$ cat src/rtl/manual_drive.sv
// Manual driving controller: pedal/gear FSM with engine-kill latch, motion
// commands, turn-lamp blinker and a mileage odometer, all on the 1 kHz tick.
module manual_drive #(
  parameter logic [1:0] MANUAL_MODE = 2'b00,
  parameter int         MILE_TICKS  = 1000,
  parameter int         BLINK_HALF  = 500
) (
  input  logic        clk_ms,
  input  logic        rst,
  input  logic [1:0]  global_state,
  input  logic        power,
  input  logic        throttle,
  input  logic        clutch,
  input  logic        brake,
  input  logic        reverse,
  input  logic        turn_left,
  input  logic        turn_right,
  output logic        manual_power,
  output logic [1:0]  drive_state,
  output logic        move_fwd,
  output logic        move_bwd,
  output logic        left_led,
  output logic        right_led,
  output logic [23:0] mileage
);
  localparam int MPW = (MILE_TICKS > 1) ? $clog2(MILE_TICKS) : 1;
  localparam int BPW = (BLINK_HALF > 1) ? $clog2(BLINK_HALF) : 1;

  localparam logic [1:0] NOT_STARTING = 2'b00;
  localparam logic [1:0] STARTING     = 2'b01;
  localparam logic [1:0] MOVING       = 2'b10;

  logic [1:0]     state_q, state_d;
  logic           kill_q, kill_d;
  logic           rev_q;
  logic           mpow_q, mpow_d;
  logic           fwd_q, fwd_d, bwd_q, bwd_d;
  logic           lled_q, lled_d, rled_q, rled_d;
  logic [23:0]    mileage_q, mileage_d;
  logic [MPW-1:0] mpre_q, mpre_d;
  logic [BPW-1:0] bcnt_q, bcnt_d;
  logic           phase_q, phase_d;

  logic enabled, viol;

  assign enabled = (global_state == MANUAL_MODE) && power;

  // A violation is only meaningful while the block is live and not already killed.
  assign viol = enabled && !kill_q &&
                (((state_q == NOT_STARTING) && throttle && !clutch && !brake) ||
                 ((state_q == MOVING) && (reverse != rev_q) && !clutch));

  // State register
  always_ff @(posedge clk_ms) begin
    if (rst) begin
      state_q   <= NOT_STARTING;
      kill_q    <= 1'b0;
      rev_q     <= reverse;
      mpow_q    <= 1'b0;
      fwd_q     <= 1'b0;
      bwd_q     <= 1'b0;
      lled_q    <= 1'b0;
      rled_q    <= 1'b0;
      mileage_q <= '0;
      mpre_q    <= '0;
      bcnt_q    <= '0;
      phase_q   <= 1'b0;
    end else begin
      state_q   <= state_d;
      kill_q    <= kill_d;
      rev_q     <= reverse;
      mpow_q    <= mpow_d;
      fwd_q     <= fwd_d;
      bwd_q     <= bwd_d;
      lled_q    <= lled_d;
      rled_q    <= rled_d;
      mileage_q <= mileage_d;
      mpre_q    <= mpre_d;
      bcnt_q    <= bcnt_d;
      phase_q   <= phase_d;
    end
  end

  // Next-state logic: violation > brake > pedal transitions
  always_comb begin
    state_d = NOT_STARTING;
    if (enabled && !kill_q && !viol && !brake) begin
      case (state_q)
        NOT_STARTING: state_d = (throttle && clutch) ? STARTING : NOT_STARTING;
        STARTING:     state_d = (throttle && !clutch) ? MOVING : STARTING;
        MOVING:       state_d = (!throttle || clutch) ? STARTING : MOVING;
        default:      state_d = NOT_STARTING;
      endcase
    end
  end

  // Output / datapath logic
  always_comb begin
    kill_d    = power && (kill_q || viol);
    mpow_d    = power && !kill_d;
    fwd_d     = (state_d == MOVING) && !reverse;
    bwd_d     = (state_d == MOVING) && reverse;

    mileage_d = mileage_q;
    mpre_d    = mpre_q;
    bcnt_d    = bcnt_q;
    phase_d   = phase_q;
    if (!enabled) begin
      mpre_d  = '0;
      bcnt_d  = '0;
      phase_d = 1'b0;
    end else begin
      // Prescaler only advances in MOVING and otherwise holds its count.
      if (state_q == MOVING) begin
        if (mpre_q == MPW'(MILE_TICKS - 1)) begin
          mpre_d    = '0;
          mileage_d = mileage_q + 24'd1;
        end else begin
          mpre_d = mpre_q + MPW'(1);
        end
      end
      if (bcnt_q == BPW'(BLINK_HALF - 1)) begin
        bcnt_d  = '0;
        phase_d = !phase_q;
      end else begin
        bcnt_d = bcnt_q + BPW'(1);
      end
    end
    lled_d = enabled && turn_left && phase_d;
    rled_d = enabled && turn_right && phase_d;
  end

  assign manual_power = mpow_q;
  assign drive_state  = state_q;
  assign move_fwd     = fwd_q;
  assign move_bwd     = bwd_q;
  assign left_led     = lled_q;
  assign right_led    = rled_q;
  assign mileage      = mileage_q;
endmodule
$ cat config.mk
export PLATFORM = sky130hd
export DESIGN_NAME = manual_drive
export DESIGN_NICKNAME = d
export VERILOG_FILES = /design/src/rtl/manual_drive.sv
export SDC_FILE = /design/constraint.sdc
export NUM_CORES = 1
export LEC_CHECK = 0
export CAP_MARGIN = 10
export CORE_ASPECT_RATIO = 1.25
export CORE_UTILIZATION = 30
export CTS_CLUSTER_SIZE = 24
export DETAILED_ROUTE_END_ITERATION = 8
export GPL_ROUTABILITY_DRIVEN = 0
export GPL_TIMING_DRIVEN = 0
export SLEW_MARGIN = 20
export SYNTH_ARGS = -nofsm -noshare
export SYNTH_HDL_FRONTEND = slang
export SYNTH_SLANG_ARGS = --single-unit
$ cat constraint.sdc
create_clock -name clk_ms -period 2.7 [get_ports clk_ms]
set_input_delay 0.27 -clock clk_ms [delete_from_list [all_inputs] [get_ports clk_ms]]
set_output_delay 0.27 -clock clk_ms [all_outputs]
set_load 0.02 [all_outputs]
## Word level (Yosys, flattened, before mapping)

Cells that the tools add are included.
W data, S select, Z words.

- Input bits: 11
- Output and inout port bits: 31
- Logic and storage cells: 66
- Register bits: 53

- Equal/unequal tests: 6
- Bitwise gates (word level): 1
- $add $sub $neg: 3
- Reduce and logical (&&, ||, !) cells: 36
- Mux-type cells: 8

Operator list:

| kind | count |
|---|---|
| $add A24 B1 Y24 const B | 1 |
| $logic_and A1 B1 Y1 | 20 |
| $add A10 B1 Y10 const B | 1 |
| $eq A10 B10 Y1 const B | 1 |
| $mux W10 | 1 |
| $add A9 B1 Y9 const B | 1 |
| $eq A9 B9 Y1 const B | 1 |
| $logic_not A1 Y1 | 8 |
| $mux W2 | 3 |
| $pmux W2 S3 | 1 |
| $eq A2 B2 Y1 const B | 2 |
| $logic_not A2 Y1 | 2 |
| $logic_or A1 B1 Y1 | 3 |
| $mux W1 | 3 |
| $reduce_and A3 Y1 | 1 |
| $reduce_or A3 Y1 | 1 |
| $eq A2 B1 Y1 const B | 1 |
| $reduce_or A2 Y1 | 1 |
| $ne A1 B1 Y1 | 1 |
| $not A1 Y1 | 1 |

## Longest topological paths before layout

- Depth in word-level cells: 12
- Mapped depth: 7

## Worst setup path before layout

Ideal clock, no wire load.

- Path type: reg-to-reg
- Start: register state_q[1], in the netlist drive_state[1]
- End: register mileage_q[13], in the netlist mileage[13]
- Data required time: 2.630 ns
- Setup slack: 0.617 ns
- Library setup time: 0.070 ns
- Arrival time: 2.012 ns
- Stages on the path, launching flop included: 6
- Path through: dfxtp_1 -> nand4b_2 -> or4_1 -> buf_2 -> or4_1 -> a21oi_1

- Longest elaborated chain between the ends: 2

Ends and longest elaborated chain:

| element | RTL line | RTL |
|---|---|---|
| start, declared | 33 | `logic [1:0] state_q, state_d;` |
| start signal, assigned | 69 | `state_q <= state_d;` |
| $eq A2 B2 Y1 | 114 | `if (state_q == MOVING) begin` |
| $reduce_and A3 Y1 (no source line) | -- |  |
| end signal, assigned | 77 | `mileage_q <= mileage_d;` |
| end, declared | 39 | `logic [23:0] mileage_q, mileage_d;` |

No other way between the ends.
A chain may end at the register's enable or synchronous reset.

## Worst setup path in the final report

- Start: register mpre_q[1]
- End: register mileage_q[20], in the netlist mileage[20]

- Longest elaborated chain between the ends: 2

Ends and longest elaborated chain:

| element | RTL line | RTL |
|---|---|---|
| start, declared | 40 | `logic [MPW-1:0] mpre_q, mpre_d;` |
| start signal, assigned | 78 | `mpre_q <= mpre_d;` |
| $eq A10 B10 Y1 | 115 | `if (mpre_q == MPW'(MILE_TICKS - 1)) begin` |
| $reduce_and A3 Y1 (no source line) | -- |  |

No other way between the ends.

==> results <==
- The final setup skew is 13.1 ps.
- The number of standard-cell rows in the floorplan is 36.
- Gates resized during post-CTS repair numbered 0.
- The maximum fanout count along the critical path is 10.
- The final cycle utilization of the critical path is 0.895.
- Of the post-synthesis cell area, the dominant cell type holds 0.441.
- The die outline area is 8380 um2.
- The number of sinks handled by clock tree synthesis is 53.
- The multi-input combinational cells in the finished layout cover a total of 1290 um2.
- The startpoint identified for the worst hold timing path is bcnt_q[0]$_SDFF_PP0_.
- The synthesized net count is 281.
- The placeable core region is 7790 um2.
- The routed design has 5460 um of wire.
- The number of global-route vias before repair is roughly 2,100.
- The initial core utilization is 0.308.
- The minimum clock period after layout is approximately 2400 ps.
- The power consumption is 1.38 mW.
- Clock-pin slew was measured on the worst setup and hold paths at 90 ps.
- The first TritonRoute pass finished after 4 iterations.
- The largest total area in the synthesized netlist belongs to dfxtp_1.
- The tightest min-delay check is of the flip-flop to flip-flop type.
- In the routed layout, each cell is associated on average with a via count of between 5 and 6.
- For this run, the number of Yosys warnings is 0.
- The maximum number of buffers from clock root to sink is 2.
- Of the synthesized area, sequential elements account for 0.441.
- During I/O placement, the number of pins put on the boundary was 42.
- The number of slew-limit violations in the final report came to 0.
- The critical path launch point type is a flip-flop.
- Summed over all cells, the static leakage comes to 0.975 nW.
- The final-layout setup total negative slack is 0 ps.
- The final-report hold violation count is 0.
- The run finished with clean final reports.
- In this run the number of H-tree levels came out at 2.
- Dividing the detail-routed wire length by the instance count gives between 10 and 15 um.
- The die width is ~82 um.
- The worst setup path is of the flip-flop to flip-flop kind.
- The final route contains about 2,200 vias.
- The required time at the endpoint of the critical path is 2870 ps.
- The highest attainable clock frequency is 0.414 GHz.
- The mean instance size in the synthesized netlist is 9.00 um2.
- Synthesis instantiated 42 different standard cells from the library.
- The post-route antenna net violation count is 0.
- The total of fill cells in the finished design is 804.
- The share of final-layout standard cells stronger than drive strength 1 is 0.0601.
- The worst slack on hold paths is 464 ps.
- The gate count of the mapped netlist is 267.
- VDD sags by at most 0.000201 V.
- The initial antenna violation count came to 0.
- STA classifies the critical path endpoint as a flip-flop.
- Setup repair after global routing left no endpoint under its margin.
- After the first detailed-routing iteration, the DRC count stood at 101.
- The largest net degree at the start of global routing is 16.
- Counting the buffers created by CTS gives 5.
- The number of antenna diodes in the final layout is 0.
- In this run the tool buffered the top-level ports with 41 buffer cells.
- The area of the mapped netlist is approximately 2400 um2.
- The register cell area after layout is 1060 um2.
- The final layout contains 329 nets.
- After legalization and detailed placement, the total HPWL measured 3940 um.
- After synthesis, the cell types taking the most area are dfxtp_1, a21oi_1, or4_1.
- The startpoint identified for the worst register-to-register timing path is mpre_q[1]$_SDFFE_PP0N_.
- For this run, the total global-route usage over all layers was measured as 0.142.
- The height of the die is 102 um.
- The worst max-slew margin expressed relative to the limit is 0.437.
- Compared with the post-synthesis result, the final layout area differs by 27.4%.
- The tree is rooted in a clkbuf_8.
- The register bit count reported by yosys is 53.
- For the worst setup path, the data arrival time is 2580 ps.
- The power density normalized to cell area is between 400 and 500 nW/um2.
- The count of hold-fix buffers inserted at cts is 0.
- The detailed-route DRC error count is 0.
- In this run the worst setup path begins at mpre_q[1]$_SDFFE_PP0N_.
- The final number of setup-violating endpoints is 0.
- The first global-routing pass estimated 9370 um of wire.
- The worst-skew pair later-pin latency is ~300 ps.
- The residual overflow from global routing is 0.
- The transition at the pin with the smallest max-transition slack is 836 ps.
- Across the run, the number of max-cap violations was 0.
- TritonCTS built the clock tree.
- The buffer count from post-CTS setup fixing is 0.
-- critical path, cell delays in order, from the launching register on --
cell      delay, ps
dfxtp_1         440
ha_1            240
nand4b_2        170
or4_1           540
buf_2           200
clkbuf_1        290
o31ai_1         310
a21oi_1          90
-- routing by layer --
layer,wire length (um),vias to the layer above,track usage
li1,-,1102,-
met1,2520,1039,0.171
met2,2640,44,0.246
met3,197,8,0.0268
met4,95,0,0.0513
met5,0,-,0
-- final timing paths --
check,end,slack (ps),cells after the start
max,mileage[20]$_SDFFE_PP0P_,280,7
min,bcnt_q[0]$_SDFF_PP0_,460,1
max reg2reg,mileage[20]$_SDFFE_PP0P_,280,7
min reg2reg,bcnt_q[0]$_SDFF_PP0_,460,1
-- synthesized netlist by cell type --
| cell | number |
|---|---|
| a2111oi_0 | 1 |
| a21oi_1 | 27 |
| a31o_2 | 2 |
| a31oi_1 | 1 |
| and2_1 | 4 |
| and3_1 | 4 |
| and3b_1 | 1 |
| and4_1 | 5 |
| and4b_1 | 2 |
| buf_2 | 3 |
| clkbuf_1 | 7 |
| dfxtp_1 | 53 |
| ha_1 | 3 |
| inv_1 | 5 |
| mux2i_1 | 1 |
| nand2_1 | 16 |
| nand2b_1 | 1 |
| nand3_1 | 11 |
| nand3b_1 | 2 |
| nand4_1 | 11 |
| nand4b_1 | 2 |
| nand4b_2 | 1 |
| nand4b_4 | 1 |
| nand4bb_1 | 1 |
| nor2_1 | 21 |
| nor2b_1 | 4 |
| nor3_1 | 2 |
| nor3b_1 | 1 |
| nor4_1 | 2 |
| nor4b_1 | 1 |
| o21ai_0 | 10 |
| o311ai_0 | 1 |
| o31ai_1 | 15 |
| o32ai_1 | 1 |
| o41ai_1 | 2 |
| or2b_1 | 1 |
| or3_1 | 7 |
| or3b_2 | 1 |
| or4_1 | 16 |
| or4b_2 | 2 |
| xnor2_1 | 5 |
| xor2_1 | 10 |
-- cell usage in the layout (no fill, tap or decap), types with 3 or more instances in the layout --
cell type | netlist | layout
clkdlybuf4s50_1 | 0 | 41
ha_1 | 3 | 3
clkbuf_8 | 0 | 6
xor2_1 | 10 | 10
nand3_1 | 11 | 11
buf_2 | 3 | 3
clkbuf_1 | 7 | 8
nand4_1 | 11 | 11
inv_1 | 5 | 5
and3_1 | 4 | 4
nor2_1 | 21 | 21
or4_1 | 16 | 16
o21ai_0 | 10 | 10
o31ai_1 | 15 | 14
nor2b_1 | 4 | 4
nand2_1 | 16 | 16
xnor2_1 | 5 | 5
or3_1 | 7 | 7
and2_1 | 4 | 4
dfxtp_1 | 53 | 53
a21oi_1 | 27 | 27
and4_1 | 5 | 5
-- stage by stage --
stage / setup slack [ps] / util / instance area, um2 / instances
floorplan: 617 / - / 2400 / 267
global placement: 240 / 0.376 / 2930 / 403
detailed placement: 209 / 0.377 / 2940 / 403
CTS: 289 / 0.392 / 3060 / 411
global route: 66.2 / 0.393 / 3060 / 411
finish: 284 / 0.393 / 3060 / 411
-- cells by family (layout without fill, tap and decap cells) --
logic type / Yosys count / count (layout) / synth area share
AOI/OAI and AO/OA: 60 / 60 / 0.152
xor gates and xnor gates: 15 / 15 / 0.0547
adders and majority gates: 3 / 3 / 0.0156
buffers and inverters: 15 / 64 / 0.0250
DFF: 53 / 53 / 0.441
muxes: 1 / 1 / 0.00416
and+or+nand+nor: 120 / 120 / 0.307
-- report_power, final --
part,switching (mW),leakage (nW),total [mW],internal (mW)
registers,0.00132,0.427,0.785,0.783
clock network,0.255,0.0585,0.557,0.303
logic,0.0204,0.489,0.0428,0.0224
-- flip-flops by register name (all words and copies together) (netlist names) --
signal and flops:
phase_q 1, mileage 24, rev_q 1, mpre_q 10, move_bwd 1, right_led 1, kill_q 1, move_fwd 1
bcnt_q 9, drive_state 2, manual_power 1, left_led 1
-- area by class of cell --
class | instances | share of cell area
multi-input combinational | 199 | 0.423
tap | 95 | 0.0388
inverter | 5 | 0.00613
buffer | 10 | 0.0135
clock inverter | 1 | 0.00981
sequential | 53 | 0.347
clock buffer | 7 | 0.0282
timing repair buffer | 41 | 0.134
(Power assumes the default switching activity.)
